## src/rtl/calc_moments_n.sv

```systemverilog
// Raw image moments (m00, m01, m10) of a binary frame streamed PIX pixels per word,
// with a registered adder tree, saturating accumulators and a rd_done-timed output strobe.
module calc_moments_n #(
    parameter int unsigned PIX    = 8,
    parameter int unsigned VCNT_W = 11,
    parameter int unsigned HCNT_W = 11,
    parameter int unsigned ACC_W  = 32
) (
    input  logic              clk,
    input  logic              nrst,
    input  logic              cnt_en,
    input  logic              din_valid,
    input  logic [VCNT_W-1:0] vcount,
    input  logic [HCNT_W-1:0] hcount,
    input  logic [PIX-1:0]    idata,
    input  logic              rd_done,
    output logic [ACC_W-1:0]  m00,
    output logic [ACC_W-1:0]  m01,
    output logic [ACC_W-1:0]  m10,
    output logic              m_done,
    output logic              ovf
);
    localparam int unsigned T  = $clog2(PIX);
    localparam int unsigned CW = T + 1;
    localparam int unsigned VW = VCNT_W + T;
    localparam int unsigned HW = HCNT_W + 1 + T;
    localparam int unsigned TW = (HW > VW) ? HW : VW;
    localparam int unsigned SW = ((ACC_W > TW) ? ACC_W : TW) + 1;

    logic              s0_valid;
    logic [VCNT_W-1:0] s0_v;
    logic [HCNT_W-1:0] s0_h;
    logic [PIX-1:0]    s0_d;
    logic [PIX-1:0]    px;

    // Level 0 holds the per-pixel terms; level l holds the l-th adder-tree stage.
    logic [CW-1:0] c_t [0:T][0:PIX-1];
    logic [VW-1:0] v_t [0:T][0:PIX-1];
    logic [HW-1:0] h_t [0:T][0:PIX-1];

    logic [ACC_W-1:0] acc00, acc01, acc10;
    logic [ACC_W:0]   r00, r01, r10;
    logic [T+2:0]     rd_sr;

    function automatic logic [ACC_W:0] sat_add(input logic [ACC_W-1:0] a,
                                               input logic [SW-1:0]    b);
        logic [SW-1:0] s;
        s = SW'(a) + b;
        if (|s[SW-1:ACC_W])
            return {1'b1, {ACC_W{1'b1}}};
        return {1'b0, s[ACC_W-1:0]};
    endfunction

    always_ff @(posedge clk or negedge nrst) begin
        if (!nrst) begin
            s0_valid <= 1'b0;
            s0_v     <= '0;
            s0_h     <= '0;
            s0_d     <= '0;
        end else begin
            s0_valid <= din_valid & ~cnt_en;
            s0_v     <= cnt_en ? '0 : vcount;
            s0_h     <= cnt_en ? '0 : hcount;
            s0_d     <= cnt_en ? '0 : idata;
        end
    end

    // Bubbles are zeroed here, so the tree and accumulators need no valid qualifier.
    always_comb begin
        px = '0;
        for (int unsigned k = 0; k < PIX; k++)
            px[k] = s0_valid & s0_d[PIX-1-k];
    end

    always_ff @(posedge clk or negedge nrst) begin
        if (!nrst) begin
            for (int unsigned l = 0; l <= T; l++)
                for (int unsigned i = 0; i < PIX; i++) begin
                    c_t[l][i] <= '0;
                    v_t[l][i] <= '0;
                    h_t[l][i] <= '0;
                end
        end else begin
            for (int unsigned k = 0; k < PIX; k++) begin
                c_t[0][k] <= (px[k] && !cnt_en) ? CW'(1) : '0;
                v_t[0][k] <= (px[k] && !cnt_en) ? VW'(s0_v) : '0;
                h_t[0][k] <= (px[k] && !cnt_en) ?
                             HW'({1'b0, s0_h} + (HCNT_W+1)'(k)) : '0;
            end
            for (int unsigned l = 1; l <= T; l++) begin
                for (int unsigned i = 0; i < PIX/2; i++) begin
                    c_t[l][i] <= cnt_en ? '0 : c_t[l-1][2*i] + c_t[l-1][2*i+1];
                    v_t[l][i] <= cnt_en ? '0 : v_t[l-1][2*i] + v_t[l-1][2*i+1];
                    h_t[l][i] <= cnt_en ? '0 : h_t[l-1][2*i] + h_t[l-1][2*i+1];
                end
                for (int unsigned i = PIX/2; i < PIX; i++) begin
                    c_t[l][i] <= '0;
                    v_t[l][i] <= '0;
                    h_t[l][i] <= '0;
                end
            end
        end
    end

    always_comb begin
        r00 = sat_add(acc00, SW'(c_t[T][0]));
        r01 = sat_add(acc01, SW'(v_t[T][0]));
        r10 = sat_add(acc10, SW'(h_t[T][0]));
    end

    always_ff @(posedge clk or negedge nrst) begin
        if (!nrst) begin
            acc00 <= '0;
            acc01 <= '0;
            acc10 <= '0;
            ovf   <= 1'b0;
        end else if (cnt_en) begin
            acc00 <= '0;
            acc01 <= '0;
            acc10 <= '0;
            ovf   <= 1'b0;
        end else begin
            acc00 <= r00[ACC_W-1:0];
            acc01 <= r01[ACC_W-1:0];
            acc10 <= r10[ACC_W-1:0];
            ovf   <= ovf | r00[ACC_W] | r01[ACC_W] | r10[ACC_W];
        end
    end

    // rd_sr plus the output register form the T+4 deep rd_done delay line.
    always_ff @(posedge clk or negedge nrst) begin
        if (!nrst) begin
            rd_sr  <= '0;
            m_done <= 1'b0;
            m00    <= '0;
            m01    <= '0;
            m10    <= '0;
        end else if (cnt_en) begin
            rd_sr  <= '0;
            m_done <= 1'b0;
            m00    <= '0;
            m01    <= '0;
            m10    <= '0;
        end else begin
            rd_sr  <= {rd_sr[T+1:0], rd_done};
            m_done <= rd_sr[T+2];
            if (rd_sr[T+2]) begin
                m00 <= acc00;
                m01 <= acc01;
                m10 <= acc10;
            end
        end
    end
endmodule

```

## config.mk

```make
export PLATFORM = sky130hd
export DESIGN_NAME = calc_moments_n
export DESIGN_NICKNAME = d
export VERILOG_FILES = /design/src/rtl/calc_moments_n.sv
export SDC_FILE = /design/constraint.sdc
export NUM_CORES = 1
export LEC_CHECK = 0
export BUFFER_PORTS_ARGS = -buffer_cell sky130_fd_sc_hd__buf_2
export CAP_MARGIN = 25
export CORE_MARGIN = 2
export CORE_UTILIZATION = 55
export CTS_CLUSTER_SIZE = 30
export DETAILED_ROUTE_END_ITERATION = 8
export GPL_TIMING_DRIVEN = 0
export HOLD_SLACK_MARGIN = 0.05
export PLACE_DENSITY_LB_ADDON = 0.25
export SLEW_MARGIN = 15
export SYNTH_ARGS = -nofsm -noshare
export SYNTH_HDL_FRONTEND = slang
export SYNTH_SLANG_ARGS = --single-unit
```

## constraint.sdc

```tcl
create_clock -name clk -period 8.45 [get_ports clk]
set_clock_uncertainty 0.05 [all_clocks]
set_input_delay 0.4225 -clock clk [delete_from_list [all_inputs] [get_ports clk]]
set_output_delay 0.4225 -clock clk [all_outputs]
set_load 0.005 [all_outputs]
```

Word-level counts from Yosys, hierarchy flattened --
Index checks and enable logic that the tools add are counted.
Operators by class: $add $sub $neg 31, shift operators 0, mux-type cells 69, equality and inequality tests 0, bitwise operators 13, multiply operators 0, reductions and logical operators 10, div/mod/pow operators 0, magnitude comparators 0
Operator list (count):
- 32-bit 2-to-1 mux | 9
- 33-bit 2-to-1 mux | 6
- 11-bit 2-to-1 mux | 11
- 15-bit 2-to-1 mux | 7
- 14-bit 2-to-1 mux | 7
- 12-bit 2-to-1 mux | 7
- 11-bit by 11-bit adder with 12-bit output | 4
- 11-bit by 3-bit adder with 12-bit output (second input constant) | 4
- 15-bit adder | 3
- 14-bit adder | 3
- 12-bit by 12-bit adder with 13-bit output | 3
- 32-bit by 14-bit adder with 33-bit output | 1
- 32-bit by 15-bit adder with 33-bit output | 1
- 32-bit by 4-bit adder with 33-bit output | 1
- 4-bit 2-to-1 mux | 7
- 11-bit by 2-bit adder with 12-bit output (second input constant) | 2
- 11-bit by 12-bit adder with 13-bit output | 1
- 1-bit 2-to-1 mux | 13
- 11-bit by 1-bit adder with 12-bit output (second input constant) | 1
- 4-bit adder | 3
- 1-bit AND | 9
- 1-bit by 1-bit adder with 2-bit output | 4
- 1-bit logical AND | 8
- 8-bit 2-to-1 mux | 1
- other kinds (5) | 7
Word-level totals: latch bits 0, bits in registers 653, input port bits 35, bits in writable memories 0, memories kept 0, memory bits (read-only) 0, output and inout port bits 98

Longest topological paths before layout --
depth in word-level cells 7, gate-level depth with buffers 10, depth with buffers taken out 10

Least setup slack after synthesis --
OpenSTA, ideal clock, no wires.
path kind reg2reg, from reg h_t[105] (netlist bit), to reg acc10[29], data required time 8.276 ns, setup time 0.124 ns, data arrival time 2.568 ns, path slack 5.707 ns, period minus slack after synthesis 2.743 ns, stages on the path, launching flop included 11, cells stage by stage dfrtp_1 ha_1 fa_1 a211o_1 a211oi_4 nor4_4 o31ai_4 or3_1 buf_6 and3_1 a21oi_1
On the way: longest elaborated chain between the ends 4
RTL lines:
- start: declaration | RTL line 39 | logic [HW-1:0] h_t [0:T][0:PIX-1];
- start signal: indexed assignment | RTL line 87 | h_t[0][k] <= (px[k] && !cnt_en) ?
- start signal: indexed assignment | RTL line 94 | h_t[l][i] <= cnt_en ? '0 : h_t[l-1][2*i] + h_t[l-1][2*i+1];
- 32-bit by 15-bit adder with 33-bit output * | RTL line 48 | s = SW'(a) + b;
- 1-bit 2-to-1 mux | RTL line 49 | if (|s[SW-1:ACC_W])
- 33-bit 2-to-1 mux * | RTL line 51 | return {1'b0, s[ACC_W-1:0]};
- 32-bit 2-to-1 mux * | RTL line 117 | end else if (cnt_en) begin
- end signal: assignment | RTL line 125 | acc10 <= r10[ACC_W-1:0];
- end: declaration | RTL line 41 | logic [ACC_W-1:0] acc00, acc01, acc10;
Mark *: on every way between the ends. The rest lies on a longest branch, timed or not. A chain may end at the register's enable or synchronous reset.

Final worst setup path --
from reg acc01[0], to reg acc01[17]
On the way: longest elaborated chain between the ends 4
RTL lines:
- start: declaration | RTL line 41
- start signal: assignment | RTL line 124 | acc01 <= r01[ACC_W-1:0];
- 32-bit by 14-bit adder with 33-bit output * | RTL line 48
- 1-bit 2-to-1 mux | RTL line 49
- 33-bit 2-to-1 mux * | RTL line 51
- 32-bit 2-to-1 mux * | RTL line 117
Marked as above.

==> results.json <==
{
  "synthToLayoutAreaGrowth_pct": 14.0,
  "worstPathCellList": "ha_1, fa_1, a211oi_1, o211a_1, o21ai_1, o2111ai_1, clkbuf_1, a21oi_1",
  "yosysMostFrequentCell": "dfrtp_1",
  "r2r_end": "acc01[17]$_DFF_PN0_",
  "yosys-top-cells-count": "dfrtp_1 (623), nor2_1 (416), ha_1 (219)",
  "cts_tree": "yes",
  "ys.warnings.count": 0,
  "rrSetupSlack_ps": 5150,
  "avgRoutedWirePerCell_um": 18.5,
  "finalCritPeriodShare_pct": 39.0,
  "cts.sinks": 623,
  "die_h_um": 239,
  "dp.cells": 3707,
  "hold_viol_final": 0,
  "fp.dieW_um": 239,
  "synth_area_mm2": 0.0303,
  "clk_latency_ps": 600,
  "fin_cells": 3855,
  "avgViaCountPerCell": 5.61,
  "placeableCoreArea_mm2": 0.0541,
  "start_util_pct": 55.9,
  "cap_violations": 0,
  "place_area_mm2": 0.0320,
  "gp_congestion": 0.874,
  "drt_iter0_drc": 1262,
  "antenna_found_initial": 0,
  "grt_pass1_vias": 21700,
  "final_nets": 3388,
  "clk_pin_slew_ps": 50,
  "hold_path.class": "in2async",
  "yosysTopAreaCell": "dfrtp_1",
  "outcome": "finished, final reports clean",
  "grt_usage_pct": 25.7,
  "grt_overflow": 0,
  "dieArea_mm2": 0.0569,
  "ys_types": 64,
  "ys_ff_latch": 623,
  "min_period_ps": 3300,
  "worst_slew_pin_slew_ps": 1030,
  "cp_max_fo": 10,
  "synthFlopType": "dfrtp_1",
  "rsz0062_at_grt": "no",
  "clockBufferDepth": 3,
  "slew_headroom_pct": 31.3,
  "cts_buffers": 67,
  "cp.arrival_ps": 3690,
  "cts_setup_buffers": 0,
  "synth_nets": 3145,
  "nFillCells": 4230,
  "routed_wl_mm": 71.4,
  "hpwlAfterDp_mm": 52.9,
  "power_density_mw_per_mm2": 177,
  "critPathCaptureType": "flop",
  "grt_max_degree": 115,
  "critPathSlowestCell": "o2111ai_1",
  "r2r_start": "acc01[0]$_DFF_PN0_",
  "portBuffers": 132,
  "antenna_left": 0,
  "fp-row-count": 85,
  "io-pin-count": 133,
  "cp.required_ps": 8840,
  "startpoint_type": "flop",
  "drt_first_pass_iters": 5,
  "synth_top_area_share_pct": 51.5,
  "critPathKind": "reg2reg",
  "peakVddDrop_mv": 0.227,
  "final_cell_area_mm2": 0.0345,
  "ff2ff_path_depth": 8,
  "async_flop_share_pct": 100,
  "maxClockFrequency_mhz": 303,
  "cpPeakStageDelay_ps": 790,
  "synth_edf_count": 0,
  "h-tree-depth": 3,
  "drc": 0,
  "drive_gt1_share_pct": 8.68,
  "slew_viol_final": 0,
  "synth_cells": 2871,
  "ys_seq_area_share_pct": 51.5,
  "synth.area.top_cells": "dfrtp_1 (52%), ha_1 (9.1%), nor2_1 (5.2%), a21oi_1 (3.4%), mux2i_1 (3.3%)",
  "grt_pass1_wl_mm": 115,
  "p_leak_nw": 17.1,
  "finalSetupViolations": 0,
  "cts_root_buf": "clkbuf_16",
  "vias": 21600,
  "avgSynthCellArea_um2": 10.5
}
-- worst max-delay path: cells and delay by family (launching register included) --
| family | cells | cell delay [ps] |
|---|---|---|
| compound gates | 5 | 1640 |
| fa+ha+maj | 2 | 650 |
| buf+inv | 1 | 440 |
| flops | 1 | 380 |
-- worst max-delay path by stage --
stage                            start                  end  slack (ps)
floorplan           h_t[105]$_DFF_PN0_  acc10[29]$_DFF_PN0_        5710
global placement                  nrst   h_t[399]$_DFF_PN0_       -5240
detailed placement  acc01[0]$_DFF_PN0_  acc01[13]$_DFF_PN0_        5070
CTS                 acc01[0]$_DFF_PN0_  acc01[13]$_DFF_PN0_        5070
global route        acc01[0]$_DFF_PN0_  acc01[13]$_DFF_PN0_        4880
finish              acc01[0]$_DFF_PN0_  acc01[17]$_DFF_PN0_        5150
-- metal layers --
| layer | track usage (%) | wire length [µm] | part of all wire [%] |
|---|---|---|---|
| met3 | 3.89 | 3060 | 4.3 |
| met2 | 42.8 | 34000 | 48 |
| met4 | 7.95 | 2070 | 2.9 |
| met1 | 34.8 | 32300 | 45 |
| met5 | 0 | 0 | 0 |
-- layout make-up --
| type | instances | area (µm²) | area share, % |
|---|---|---|---|
| sequential | 623 | 15600 | 45.2 |
| buffer | 124 | 502 | 1.45 |
| timing repair buffer | 174 | 1200 | 3.49 |
| inverter | 89 | 334 | 0.968 |
| tap | 696 | 871 | 2.52 |
| clock inverter | 12 | 71.3 | 0.207 |
| antenna | 1 | 2.50 | 0.00725 |
| clock buffer | 101 | 2080 | 6.03 |
| multi-input combinational | 2035 | 13800 | 40.1 |
-- kinds of logic after synthesis --
family,share of synthesized area (%)
AND/OR/NAND/NOR,15.4
flip-flops,51.5
AO/OA/AOI/OAI,10.6
adder cells (fa/ha/maj),10.4
buffers and inverters,2.76
XOR/XNOR,5.76
multiplexers,3.60
-- sequential cells by signal, summed over array words and instances, names as in the netlist, 6 cells and up --
name	flops
s0_v	11
v_t	176
m10	32
h_t	190
s0_h	11
c_t	26
rd_sr	6
acc10	32
m00	32
m01	32
acc01	32
acc00	32
s0_d	8
-- cell usage in the layout (no fill, tap or decap), types with 38 or more instances in the layout --
| master | netlist | layout |
|---|---|---|
| nand2_1 | 101 | 101 |
| a211oi_1 | 40 | 40 |
| buf_2 | 5 | 136 |
| clkbuf_16 | 0 | 73 |
| clkbuf_1 | 100 | 113 |
| dfrtp_1 | 623 | 623 |
| inv_1 | 89 | 89 |
| o21ai_0 | 114 | 114 |
| a21oi_1 | 208 | 208 |
| ha_1 | 219 | 219 |
| and3_1 | 126 | 126 |
| xnor2_1 | 95 | 95 |
| o21a_1 | 38 | 38 |
| nor2_1 | 416 | 416 |
| nor3_1 | 71 | 71 |
| mux2i_1 | 100 | 100 |
| nor2b_1 | 111 | 111 |
| xor2_1 | 104 | 104 |
-- metrics by stage --
step	setup TNS (ps)	setup slack [ps]	utilization (%)	power, mW	hold slack [ps]
finish	0	5150	63.7	6.11	229
global placement	-3215340	-5240	58.7	3.31	395
floorplan	0	5710	-	3.18	76.9
CTS	0	5070	63.7	6.16	214
global route	0	4880	63.7	6.32	228
detailed placement	0	5070	59.1	3.32	243
-- power by group --
part / internal (mW) / total, mW / switching [mW]
Clock: 1.69 / 2.83 / 1.14
Combinational: 0.0693 / 0.252 / 0.182
Sequential: 3.01 / 3.03 / 0.0210
Total: 4.77 / 6.11 / 1.34
-- what timing repair did --
action,in CTS,in global routing
hold endpoints to repair,202,0
gates resized for setup,0,0
hold buffers,33,0
Power figures use the tool's default switching activity.
